**config.mk**
```make
export PLATFORM = sky130hd
export DESIGN_NAME = or1200_secure_ld_steer
export DESIGN_NICKNAME = d
export VERILOG_FILES = /design/src/rtl/or1200_secure_ld_steer_pkg.sv /design/src/rtl/or1200_secure_ld_cnt.sv /design/src/rtl/or1200_secure_ld_steer.sv
export SDC_FILE = /design/constraint.sdc
export NUM_CORES = 1
export LEC_CHECK = 0
export BUFFER_PORTS_ARGS = -buffer_cell sky130_fd_sc_hd__buf_2
export CAP_MARGIN = 20
export CORE_UTILIZATION = 25
export CTS_BUF_LIST = sky130_fd_sc_hd__clkbuf_2 sky130_fd_sc_hd__clkbuf_4 sky130_fd_sc_hd__clkbuf_8
export DETAILED_ROUTE_END_ITERATION = 10
export PLACE_DENSITY = 0.61
export REMOVE_ABC_BUFFERS = 1
export SYNTH_ARGS = -nofsm -noshare
export SYNTH_HDL_FRONTEND = slang
export SYNTH_SLANG_ARGS = --single-unit
```
**constraint.sdc**
```tcl
create_clock -name clk -period 4.11 [get_ports clk]
set_input_delay 1.233 -clock clk [delete_from_list [all_inputs] [get_ports clk]]
set_output_delay 1.233 -clock clk [all_outputs]
set_load 0.01 [all_outputs]
```
**src/rtl/or1200_secure_ld_steer_pkg.sv**
```systemverilog
// Shared types and defaults for the secure load-data steering block.
package or1200_secure_ld_steer_pkg;

  // Default flag-FIFO address width; up to 2**aw loads may be outstanding.
  localparam int SLS_AW = 4;
  // Default load data width.
  localparam int SLS_DW = 32;

  // Steering FSM state encodings.
  typedef enum logic [1:0] {
    SLS_IDLE   = 2'd0,
    SLS_RDFLAG = 2'd1,
    SLS_DECREQ = 2'd2,
    SLS_DONE   = 2'd3
  } sls_state_e;

endpackage

```
**src/rtl/or1200_secure_ld_cnt.sv**
```systemverilog
// Outstanding-load occupancy counter: counts issued loads that have not yet
// had their data returned. Saturates at 0 and 2**aw, and flags attempts to
// go past either end.
module or1200_secure_ld_cnt #(
  parameter int aw = 4
) (
  input  logic        clk,
  input  logic        rst,
  input  logic        inc,
  input  logic        pop_req,
  output logic        pop_ok,
  output logic        ovf,
  output logic        udf,
  output logic [aw:0] cnt
);

  localparam logic [aw:0] CNT_MAX = {1'b1, {aw{1'b0}}};
  localparam logic [aw:0] CNT_ONE = {{aw{1'b0}}, 1'b1};

  logic at_zero;
  logic at_max;

  assign at_zero = (cnt == '0);
  assign at_max  = (cnt == CNT_MAX);

  // A pop is only granted when there is a flag to pop.
  assign pop_ok = pop_req && !at_zero;
  assign udf    = pop_req && at_zero;
  // An issue at full that is not offset by a pop has nowhere to go.
  assign ovf    = inc && !pop_ok && at_max;

  // Up/down count; a simultaneous issue and pop leave the count unchanged.
  always_ff @(posedge clk or negedge rst) begin
    if (!rst) begin
      cnt <= '0;
    end else if (inc && !pop_ok && !at_max) begin
      cnt <= cnt + CNT_ONE;
    end else if (pop_ok && !inc) begin
      cnt <= cnt - CNT_ONE;
    end
  end

endmodule

```
**src/rtl/or1200_secure_ld_steer.sv**
```systemverilog
// Secure load steering: pops the per-load secure flag on each dcache load
// return and routes the data through the decrypt unit (secure) or straight
// to the LSU write-back path (plain). Stalls the pipeline while steering.
//
//   state  | meaning
//   IDLE   | waiting for a dcache load return
//   RDFLAG | flag popped last cycle, sample it to pick the route
//   DECREQ | ciphertext offered to the decrypt unit, waiting for its ack
//   DONE   | completed data presented to the LSU for one cycle
module or1200_secure_ld_steer
  import or1200_secure_ld_steer_pkg::*;
#(
  parameter int aw = SLS_AW,
  parameter int dw = SLS_DW
) (
  input  logic          clk,
  input  logic          rst,
  input  logic          ld_issue_i,
  input  logic          dcpu_ack_i,
  input  logic [dw-1:0] dcpu_dat_i,
  output logic          fifo_pop_o,
  input  logic          fifo_flag_i,
  output logic          dec_req_o,
  output logic [dw-1:0] dec_dat_o,
  input  logic          dec_ack_i,
  input  logic [dw-1:0] dec_dat_i,
  output logic          lsu_ack_o,
  output logic [dw-1:0] lsu_dat_o,
  output logic          stall_o,
  output logic [aw:0]   pend_cnt_o,
  output logic          err_o
);

  sls_state_e    state_q;
  sls_state_e    state_d;
  logic [dw-1:0] data_q;
  logic [dw-1:0] data_d;
  logic          pop_req;
  logic          pop_ok;
  logic          ovf;
  logic          udf;
  logic          late_ack;

  // Only a return seen in IDLE is consumed; anything else is a dcache that
  // ignored stall_o, and that data is dropped.
  assign pop_req  = dcpu_ack_i && (state_q == SLS_IDLE);
  assign late_ack = dcpu_ack_i && (state_q != SLS_IDLE);

  assign fifo_pop_o = pop_ok;

  or1200_secure_ld_cnt #(
    .aw(aw)
  ) u_cnt (
    .clk     (clk),
    .rst     (rst),
    .inc     (ld_issue_i),
    .pop_req (pop_req),
    .pop_ok  (pop_ok),
    .ovf     (ovf),
    .udf     (udf),
    .cnt     (pend_cnt_o)
  );

  // State and data register; reset discards any in-flight decrypt result.
  always_ff @(posedge clk or negedge rst) begin
    if (!rst) begin
      state_q <= SLS_IDLE;
      data_q  <= '0;
    end else begin
      state_q <= state_d;
      data_q  <= data_d;
    end
  end

  // Next-state, data capture and output decode.
  always_comb begin
    state_d   = state_q;
    data_d    = data_q;
    dec_req_o = 1'b0;
    dec_dat_o = '0;
    lsu_ack_o = 1'b0;
    lsu_dat_o = '0;
    stall_o   = (state_q != SLS_IDLE);
    case (state_q)
      SLS_IDLE: begin
        if (dcpu_ack_i) begin
          if (pop_ok) begin
            data_d  = dcpu_dat_i;
            state_d = SLS_RDFLAG;
          end else begin
            // No flag to say whether this is secure: fail closed with zero.
            data_d  = '0;
            state_d = SLS_DONE;
          end
        end
      end
      SLS_RDFLAG: begin
        state_d = fifo_flag_i ? SLS_DECREQ : SLS_DONE;
      end
      SLS_DECREQ: begin
        dec_req_o = 1'b1;
        dec_dat_o = data_q;
        if (dec_ack_i) begin
          data_d  = dec_dat_i;
          state_d = SLS_DONE;
        end
      end
      SLS_DONE: begin
        lsu_ack_o = 1'b1;
        lsu_dat_o = data_q;
        state_d   = SLS_IDLE;
      end
      default: begin
        state_d = SLS_IDLE;
      end
    endcase
  end

  // Sticky protocol error; only reset clears it.
  always_ff @(posedge clk or negedge rst) begin
    if (!rst) begin
      err_o <= 1'b0;
    end else if (ovf || udf || late_ack) begin
      err_o <= 1'b1;
    end
  end

endmodule

```
==> flow_summary.yaml <==
run_status:
  run_status: "finished, final reports clean"
die:
  start_util_pct: 26.1
  ios: 144
  coreArea_sq_um: 10400
  chipHeight_um: 106
  die_w_um: 106
  rows: 37
  die-area_sq_um: 11300
routing:
  dr_total_vias: 2714
  drt-total-wl_um: 7800
  antenna_left: 0
  via_per_inst: 4.66
  remaining_drc_errors: 0
  first_pass_iters: 4
  wl_per_cell_um: 13.4
  drtIter0Drc: 144
sta:
  rsz0062_at_grt: "false"
  worst_slack_ns: 0.853
  worst_slew_pin_slew_ns: 1.02
  hold_violations: 0
  max_slew_margin_pct: 31.9
  fin_crit_sh_pct: 79.3
  slew_violations: 0
  period_needed_ns: 3.26
  clock_skew_ns: 0.00602
  max_freq_ghz: 0.307
  setup_tns_ns: 0
  setup_viol: 0
grt:
  grt_overflow: 0
  grt_usage_pct: 13.6
  antenna_found_initial: 0
  grt_pass1_vias: 2644
  grt_max_degree: 70
  grt_pass1_wl_um: 12500
pwr:
  ir_drop_uv: 329
  leakage_nw: 1.83
  p_per_area_nw_per_um2: 842
logic_synthesis:
  synth_ff_type: "dfrtp_1"
  yosysSeqAreaShare_pct: 36.8
  ys_types: 33
  synth_warnings: 0
  synth_edf_count: 0
  syn_inst: 315
  synth.avg_cell_area_sq_um: 8.63
  synth_area_sq_um: 2720
  ys_ff_latch: 40
  async_flop_share_pct: 100
clocking:
  worstSkewPairLatency_ns: 0.29
  cts_num_sinks: 40
  cts-root-buf: "clkbuf_8"
  cts_resized: 0
  clockBufferDepth: 2
  path_clk_slew_ns: 0.08
  cts_setup_buffers: 0
  cts_tree: "done"
  cts_buffers: 5
  cts_max_level: 2
  cts_hold_buf: 0
critical_path:
  r2r-end: "u_cnt.cnt[4]"
  max_stage_delay_ns: 0.47
  worstSetupEndpointType: "flip-flop"
  path_class: "in2reg"
  worstPathCellList: "buf_2, a21boi_0, mux2i_1, fa_1, a21o_1, a21oi_1, mux2_2, a211o_1"
  cp_max_fo: 6
  worstSetupStartpoint: "ld_issue_i"
  slowest_stage: "fa_1"
  r2r_setup_slack_ns: 0.93
  r2r_start: "u_cnt.cnt[1]"
  path_buf_inv: 1
  critical_path_required_ns: 4.29
  crit_family: "compound AO/OA/AOI/OAI gates"
  reg2reg_depth: 7
  worstPathArrival_ns: 3.43
  start_kind: "input pin"
placement:
  preCtsSetupSlack_ns: 0.579
  gp_congestion: 0.799
  detailed_place_hpwl_um: 5460
  io_buffers: 143
cells_and_area:
  fillers: 1100
  antenna_cells: 0
  drive_above_1_share_pct: 35.9
  final_nets: 525
  areaGrowthSynthToFinish_pct: 36.8
job:
  cap_violations: 0
hold_path:
  hold_path_end: "err_o"
  hold_path.class: "reg2reg"
  hp-start: "err_o"
  hold_depth: 1
-- registers in the layout, summed over array words and instances (netlist names) --
register / flops
u_cnt.cnt: 5
err_o: 1
data_q: 32
state_q: 2
-- where the power goes --
group	total (W)	internal [W]	switching [W]
Combinational	0.00196	0.000951	0.00101
Sequential	0.000786	0.000612	0.000174
Clock	0.000380	0.000239	0.000140
-- cells in the mapped netlist, drive strengths merged, types with 2 or more instances --
cell type	count	area share, %
a2bb2oi	32	10
inv	6	0.83
and2	66	15
a21oi	5	0.92
nor2	3	0.41
o31ai	2	0.55
dfrtp	40	37
a21o	3	0.83
a211o	2	0.64
mux2i	2	0.74
xor2	2	0.64
buf	6	1.1
a211oi	2	0.74
clkbuf	16	2.2
nor2b	34	7.8
ha	8	3.7
nand2	38	5.2
o21ai	35	6.6
a22o	2	0.64
-- per-stage QoR --
| stage | power [W] | std cells | util, % | area, sq um | hold slack [ns] |
|---|---|---|---|---|---|
| 5_1_grt | 0.00341 | 582 | 35.7 | 3720 | 0.512 |
| 6_report | 0.00313 | 582 | 35.7 | 3720 | 0.481 |
| 3_3_place_gp | 0.00270 | 574 | 34.2 | 3560 | 0.453 |
| 2_1_floorplan | 0.00211 | 293 | - | 2630 | 0.505 |
| 4_1_cts | 0.00314 | 581 | 35.4 | 3690 | 0.485 |
| 3_5_place_dp | 0.00275 | 574 | 34.2 | 3560 | 0.464 |
-- worst max path at each step --
stage	to	slack, ns	cells after the start
6_report	u_cnt.cnt[4]	0.85	8
3_5_place_dp	u_cnt.cnt[4]	0.58	8
3_3_place_gp	u_cnt.cnt[4]	0.70	8
4_1_cts	dec_dat_o[27]	0.66	4
2_1_floorplan	data_q[0]	0.15	5
5_1_grt	lsu_dat_o[1]	0.70	3
-- layer usage --
layer	wire length (um)	GRT usage (%)	vias to the layer above
met4	45	2.78	0
met5	0	0	-
li1	-	-	1321
met1	3480	16.4	1281
met3	610	3.68	8
met2	3660	24.2	104
-- layout by cell type (no fill, tap or decap), types with 2 or more instances in the layout --
master     count
xor2_1         2
a22o_1         2
inv_1          6
dfrtp_1       40
nor2b_1       34
a21o_1         3
a211o_1        2
clkbuf_8       5
mux2i_1        2
o31ai_1        2
a2bb2oi_1     32
o21ai_0       33
nor2_1         3
buf_4          2
ha_1           7
nand2_1       38
bufinv_16      2
buf_2        143
a21oi_1        4
and2_1        66
-- cell type report --
class | instances | area (sq um) | share of cell area (%)
multi-input combinational | 247 | 1640 | 44.0
timing repair buffer | 146 | 758 | 20.4
clock inverter | 2 | 60.1 | 1.62
sequential | 40 | 1000 | 26.9
tap | 136 | 170 | 4.58
inverter | 6 | 22.5 | 0.606
clock buffer | 5 | 68.8 | 1.85
-- logic make-up (layout without fill, tap and decap cells) --
| group | after synthesis | after routing | share of synthesized area, % |
|---|---|---|---|
| compound gates | 86 | 86 | 22.1 |
| mux | 3 | 3 | 1.15 |
| fa+ha+maj | 9 | 9 | 4.42 |
| flops | 40 | 40 | 36.8 |
| xor+xnor | 3 | 3 | 0.967 |
| buf+inv | 28 | 159 | 4.14 |
| simple gates | 146 | 146 | 30.4 |
Power figures use the tool's default switching activity.
